`src/rtl/computer_pkg.sv`:
```
// Shared constants and the program-loader state encoding for the multicycle computer.
// Widths match the instruction memory and program counter.
package computer_pkg;

    localparam int         INSTR_ADDR_W  = 14;
    localparam int         INSTR_DATA_W  = 27;
    localparam logic [7:0] SYNC_BYTE_DEF = 8'hA5;

    typedef enum logic [2:0] {
        ST_IDLE   = 3'd0,
        ST_CNT_HI = 3'd1,
        ST_CNT_LO = 3'd2,
        ST_WORD   = 3'd3,
        ST_WRITE  = 3'd4,
        ST_CHECK  = 3'd5
    } ld_state_e;

endpackage

```
`src/rtl/word_assembler.sv`:
```
// Collects four big-endian bytes into one instruction word and keeps the frame XOR checksum.
// word_ready_o is combinational with the 4th byte; the word is valid in the same cycle.
module word_assembler
    import computer_pkg::*;
#(
    parameter int DATA_W = INSTR_DATA_W
) (
    input  logic              clk,
    input  logic              reset,
    input  logic              clear_i,
    input  logic              start_i,
    input  logic              byte_vld_i,
    input  logic [7:0]        byte_i,
    output logic [DATA_W-1:0] word_o,
    output logic              word_ready_o,
    output logic [7:0]        chk_o
);

    // Holds {b0[2:0], b1, b2}; the upper bits of b0 never reach the word.
    logic [18:0] sr_q, sr_d;
    logic [1:0]  idx_q, idx_d;
    logic [7:0]  chk_q, chk_d;

    always_comb begin
        sr_d  = sr_q;
        idx_d = idx_q;
        chk_d = chk_q;
        if (clear_i) begin
            chk_d = '0;
        end
        if (start_i) begin
            idx_d = '0;
        end
        if (byte_vld_i) begin
            sr_d  = {sr_q[10:0], byte_i};
            idx_d = idx_q + 2'd1;
            chk_d = chk_q ^ byte_i;
        end
    end

    always_ff @(posedge clk or posedge reset) begin
        if (reset) begin
            sr_q  <= '0;
            idx_q <= '0;
            chk_q <= '0;
        end else begin
            sr_q  <= sr_d;
            idx_q <= idx_d;
            chk_q <= chk_d;
        end
    end

    assign word_o       = DATA_W'({sr_q, byte_i});
    assign word_ready_o = byte_vld_i && (idx_q == 2'd3);
    assign chk_o        = chk_q;

endmodule

```
`src/rtl/program_loader.sv`:
```
// Framed byte-stream loader: sync, 14-bit word count, 4 bytes per word, XOR checksum.
// One byte per cycle max; in_ready drops only in the WRITE cycle; stalls on in_valid gaps indefinitely.
module program_loader
    import computer_pkg::*;
#(
    parameter int                ADDR_W    = INSTR_ADDR_W,
    parameter int                DATA_W    = INSTR_DATA_W,
    parameter logic [ADDR_W-1:0] BASE_ADDR = '0,
    parameter int                MAX_WORDS = 16384,
    parameter logic [7:0]        SYNC_BYTE = SYNC_BYTE_DEF
) (
    input  logic              clk,
    input  logic              reset,
    input  logic [7:0]        in_data,
    input  logic              in_valid,
    output logic              in_ready,
    output logic              program_mode,
    output logic [DATA_W-1:0] external_write_data,
    output logic [ADDR_W-1:0] address,
    output logic              prog_write,
    output logic              done,
    output logic              error
);

    ld_state_e         state_q, state_d;
    logic [5:0]        cnt_hi_q, cnt_hi_d;
    logic [13:0]       remain_q, remain_d;
    logic [ADDR_W-1:0] addr_q, addr_d;
    logic [DATA_W-1:0] wdata_q, wdata_d;
    logic              pmode_q, pmode_d;
    logic              done_q, done_d;
    logic              error_q, error_d;
    logic              rdy_q, rdy_d;

    logic              accept;
    logic              clear_chk;
    logic              start_word;
    logic              word_vld;
    logic [13:0]       cnt_w;
    logic [DATA_W-1:0] asm_word;
    logic              asm_ready;
    logic [7:0]        asm_chk;

    assign accept = in_valid && rdy_q;
    assign cnt_w  = {cnt_hi_q, in_data};

    word_assembler #(
        .DATA_W (DATA_W)
    ) u_word_assembler (
        .clk          (clk),
        .reset        (reset),
        .clear_i      (clear_chk),
        .start_i      (start_word),
        .byte_vld_i   (word_vld),
        .byte_i       (in_data),
        .word_o       (asm_word),
        .word_ready_o (asm_ready),
        .chk_o        (asm_chk)
    );

    always_comb begin
        state_d    = state_q;
        cnt_hi_d   = cnt_hi_q;
        remain_d   = remain_q;
        addr_d     = addr_q;
        wdata_d    = wdata_q;
        pmode_d    = pmode_q;
        done_d     = 1'b0;
        error_d    = error_q;
        clear_chk  = 1'b0;
        start_word = 1'b0;
        word_vld   = 1'b0;
        case (state_q)
            ST_IDLE: begin
                if (accept && (in_data == SYNC_BYTE)) begin
                    error_d   = 1'b0;
                    clear_chk = 1'b1;
                    addr_d    = BASE_ADDR;
                    state_d   = ST_CNT_HI;
                end
            end
            ST_CNT_HI: begin
                if (accept) begin
                    cnt_hi_d = in_data[5:0];
                    state_d  = ST_CNT_LO;
                end
            end
            ST_CNT_LO: begin
                if (accept) begin
                    if ((cnt_w == '0) || ({18'd0, cnt_w} > 32'(MAX_WORDS))) begin
                        error_d = 1'b1;
                        state_d = ST_IDLE;
                    end else begin
                        remain_d   = cnt_w;
                        pmode_d    = 1'b1;
                        start_word = 1'b1;
                        state_d    = ST_WORD;
                    end
                end
            end
            ST_WORD: begin
                word_vld = accept;
                if (asm_ready) begin
                    wdata_d = asm_word;
                    state_d = ST_WRITE;
                end
            end
            ST_WRITE: begin
                addr_d   = addr_q + 1'b1;
                remain_d = remain_q - 14'd1;
                state_d  = (remain_q == 14'd1) ? ST_CHECK : ST_WORD;
            end
            ST_CHECK: begin
                if (accept) begin
                    pmode_d = 1'b0;
                    state_d = ST_IDLE;
                    if (in_data == asm_chk) begin
                        done_d = 1'b1;
                    end else begin
                        error_d = 1'b1;
                    end
                end
            end
            default: state_d = ST_IDLE;
        endcase
        // Registered so in_ready is low while reset is asserted.
        rdy_d = (state_d != ST_WRITE);
    end

    always_ff @(posedge clk or posedge reset) begin
        if (reset) begin
            state_q  <= ST_IDLE;
            cnt_hi_q <= '0;
            remain_q <= '0;
            addr_q   <= BASE_ADDR;
            wdata_q  <= '0;
            pmode_q  <= 1'b0;
            done_q   <= 1'b0;
            error_q  <= 1'b0;
            rdy_q    <= 1'b0;
        end else begin
            state_q  <= state_d;
            cnt_hi_q <= cnt_hi_d;
            remain_q <= remain_d;
            addr_q   <= addr_d;
            wdata_q  <= wdata_d;
            pmode_q  <= pmode_d;
            done_q   <= done_d;
            error_q  <= error_d;
            rdy_q    <= rdy_d;
        end
    end

    assign in_ready            = rdy_q;
    assign program_mode        = pmode_q;
    assign external_write_data = wdata_q;
    assign address             = addr_q;
    assign prog_write          = (state_q == ST_WRITE);
    assign done                = done_q;
    assign error               = error_q;

endmodule

```
`config.mk`:
```
export PLATFORM = sky130hd
export DESIGN_NAME = program_loader
export DESIGN_NICKNAME = d
export VERILOG_FILES = /design/src/rtl/computer_pkg.sv /design/src/rtl/word_assembler.sv /design/src/rtl/program_loader.sv
export SDC_FILE = /design/constraint.sdc
export NUM_CORES = 1
export LEC_CHECK = 0
export CORE_ASPECT_RATIO = 1.1
export CORE_MARGIN = 5
export CORE_UTILIZATION = 45
export CTS_BUF_LIST = sky130_fd_sc_hd__clkbuf_4 sky130_fd_sc_hd__clkbuf_8 sky130_fd_sc_hd__clkbuf_16
export CTS_CLUSTER_SIZE = 28
export DETAILED_ROUTE_END_ITERATION = 10
export PLACE_DENSITY = 0.71
export SLEW_MARGIN = 20
export SYNTH_ARGS = -nofsm -noshare
export SYNTH_HDL_FRONTEND = slang
export SYNTH_HIERARCHICAL = 1
export SYNTH_SLANG_ARGS = --single-unit
```
`constraint.sdc`:
```
create_clock -name clk -period 3.1 [get_ports clk]
set_input_delay 0.93 -clock clk [delete_from_list [all_inputs] [get_ports clk]]
set_output_delay 0.93 -clock clk [all_outputs]
set_load 0.01 [all_outputs]
```
==> impl_metrics.json <==
{
  "hold_depth": 2,
  "ios": 57,
  "yosys.cell_types.count": 55,
  "grt_pass1_vias": 3328,
  "holdBufCountCts": 0,
  "hpwlAfterDp_mm": 6.74,
  "finalCriticalPeriod_ns": 2.84,
  "tritoncts": "yes",
  "ys_seq_area_share_pct": 53.3,
  "antenna_found_initial": 0,
  "n_antenna_cell": 0,
  "cts.sinks": 97,
  "grt_overflow": 0,
  "finalCritPeriodShare_pct": 91.5,
  "synth_area_sq_um": 4550,
  "start_util_pct": 46.0,
  "cp_max_fo": 11,
  "r2r_end": "address[13]$_DFFE_PP0P_",
  "avgSynthCellArea_sq_um": 11.8,
  "power_density_nw_per_um2": 659,
  "slew_violations": 0,
  "status": "complete, no violations",
  "place_congestion": 0.793,
  "rsz0062_at_grt": "no",
  "synth_nets": 401,
  "drive_gt1_share_pct": 23.2,
  "vias_per_cell": 5.51,
  "synthTopCellsByArea": "dfrtp_1 53%, mux2_2 13%, xor2_1 3.5%, nand3_1 2.9%, nor2_1 2.2%",
  "grt_max_degree": 61,
  "worst-setup-path-type": "register to output port",
  "core-area_sq_um": 9890,
  "portBuffers": 56,
  "rows": 38,
  "die_height_microns": 115,
  "first_iter_violations": 135,
  "cts_setup_buffers": 0,
  "yosysTopAreaCell": "dfrtp_1",
  "slowest_stage": "clkdlybuf4s50_1",
  "ys.flop_type": "dfrtp_1",
  "via_count": 3176,
  "htree_levels": 3,
  "grt_pass1_wl_mm": 16.5,
  "final.setup_skew_ns": 0.0123,
  "clk_latency_ns": 0.36,
  "synth_common_cells": "97 x dfrtp_1, 53 x mux2_2, 27 x nor2_1",
  "r2r_slack_ns": 0.74,
  "tightest_slew_ns": 0.522,
  "cts_inserted_buffers": 9,
  "first_pass_iters": 4,
  "cts_root_buffer": "clkbuf_8",
  "clockBufferDepth": 2,
  "post_cts_resized": 0,
  "finalHoldViolations": 0,
  "cp.arrival_ns": 1.91,
  "reg2reg_depth": 6,
  "slew_headroom_pct": 64.9,
  "hold_ws_ns": 0.491,
  "finalSetupViolCount": 0,
  "nets": 467,
  "tns_ns": 0,
  "hold_start": "program_mode$_DFFE_PP0P_",
  "die_area_sq_um": 12200,
  "maxCapViolCount": 0,
  "min_path_type": "register to register",
  "synth.most_common_cell": "dfrtp_1",
  "cp.required_ns": 2.17,
  "yosys_warnings": 6,
  "routedWlPerCell_microns": 16.8,
  "crit_path_start_kind": "register",
  "synth_cells": 386,
  "crit_path_cell_trace": "or3b_1 -> clkinv_1 -> clkdlybuf4s50_1",
  "grt.total_usage_pct": 16.7,
  "postRouteAntennaNets": 0,
  "slowest_delay_ns": 0.54,
  "timing.fmax_ghz": 0.353,
  "die_width_microns": 106,
  "min_to": "program_mode$_DFFE_PP0P_",
  "ir_worst_vdd_v": 0.000303,
  "clk_pin_slew_worst_paths_ns": 0.10,
  "synth_edf_count": 0,
  "r2r-start": "state_q[0]$_DFF_PP0_",
  "async_flop_share_pct": 100,
  "p_leak_uw": 0.00252,
  "yosysTopAreaCellShare_pct": 53.3,
  "areaGrowthSynthToFinish_pct": 20.6,
  "routed_wl_mm": 9.66,
  "crit_path_end_kind": "output port",
  "drc": 0,
  "ys_ff_latch": 97
}
-- worst max-delay path: cells and delay by family (launching register included) --
kind,cells,cell delay (ns)
buffers and inverters,2,0.63
DFF,1,0.51
and+or+nand+nor,1,0.42
-- registers in the layout, indices dropped and copies added (netlist names) --
register                flops
external_write_data        27
state_q                     3
address                    14
u_word_assembler/sr_q      19
u_word_assembler/chk_o      8
program_mode                1
cnt_hi_q                    6
error                       1
remain_q                   14
u_word_assembler/idx_q      2
in_ready                    1
done                        1
-- area by class of cell --
cell class | instances | area (sq um)
clock buffers | 10 | 131
clock inverters | 5 | 65.1
fillers | 870 | 4400
inverters | 8 | 30.0
multi-input cells | 257 | 1930
flip-flops and latches | 97 | 2430
well taps | 120 | 150
repair buffers | 79 | 758
-- layout by cell type (no fill, tap or decap), drive strengths merged, types with 2 or more instances in the layout --
cell	instances
and4bb	2
ha	4
a21oi	8
inv	8
clkbuf	10
nor3b	9
nor2b	2
and2	2
nand4	6
a211o	2
or4	2
nor3	8
o211ai	6
nand3	26
mux2	53
nand2b	2
and3	4
nor4	7
or3	2
xor2	18
clkinv	2
dfrtp	97
nand2	17
clkdlybuf4s50	56
nor2	28
a21o	7
o21ai	15
clkinvlp	2
o31ai	2
a22o	2
nor4b	2
o221a	3
a211oi	5
buf	23
and3b	2
-- through the flow --
| stage | instances | power [uW] | setup slack [ns] | utilization, % | cell area, sq um |
|---|---|---|---|---|---|
| floorplan | 386 | 2530 | 0.0823 | - | 4550 |
| global placement | 561 | 2770 | 0.222 | 53.5 | 5290 |
| detailed placement | 561 | 2820 | 0.182 | 53.5 | 5290 |
| CTS | 576 | 3650 | 0.245 | 55.5 | 5490 |
| global route | 576 | 3850 | 0.159 | 55.5 | 5490 |
| finish | 576 | 3620 | 0.263 | 55.5 | 5490 |
-- metal layers --
layer | vias up | wire (microns) | GRT usage [%]
li1 | 1519 | - | -
met1 | 1588 | 4380 | 21.9
met2 | 56 | 4730 | 27.9
met3 | 13 | 333 | 3.40
met4 | 0 | 214 | 6.04
met5 | - | 0 | 0
-- logic make-up (layout without fill, tap and decap cells) --
logic type	Yosys count	count (layout)	share of synthesized area, %
AND/OR/NAND/NOR	126	126	15.8
flip-flops	97	97	53.3
AO/OA/AOI/OAI	55	55	8.63
multiplexers	54	54	13.3
buffers and inverters	32	102	4.29
XOR/XNOR	18	18	3.46
adder cells (fa/ha/maj)	4	4	1.10
-- worst max path at each step --
| stage | start | to | depth (start not counted) | slack [ns] |
|---|---|---|---|---|
| finish | state_q[0]$_DFF_PP0_ | prog_write | 3 | 0.26 |
| global route | state_q[0]$_DFF_PP0_ | prog_write | 3 | 0.16 |
| CTS | state_q[0]$_DFF_PP0_ | prog_write | 3 | 0.24 |
| detailed placement | in_valid | external_write_data[16]$_DFFE_PP0P_ | 8 | 0.18 |
| global placement | in_valid | external_write_data[7]$_DFFE_PP0P_ | 8 | 0.22 |
| floorplan | in_valid | external_write_data[10]$_DFFE_PP0P_ | 10 | 0.08 |
-- power by group --
| part | internal (uW) | total, uW | switching (uW) | leakage (uW) |
|---|---|---|---|---|
| Sequential | 1580 | 1900 | 318 | 0.00120 |
| Clock | 385 | 824 | 439 | 0.0000939 |
| Combinational | 509 | 895 | 386 | 0.00122 |
No activity file was read; power rests on OpenSTA's default activity.
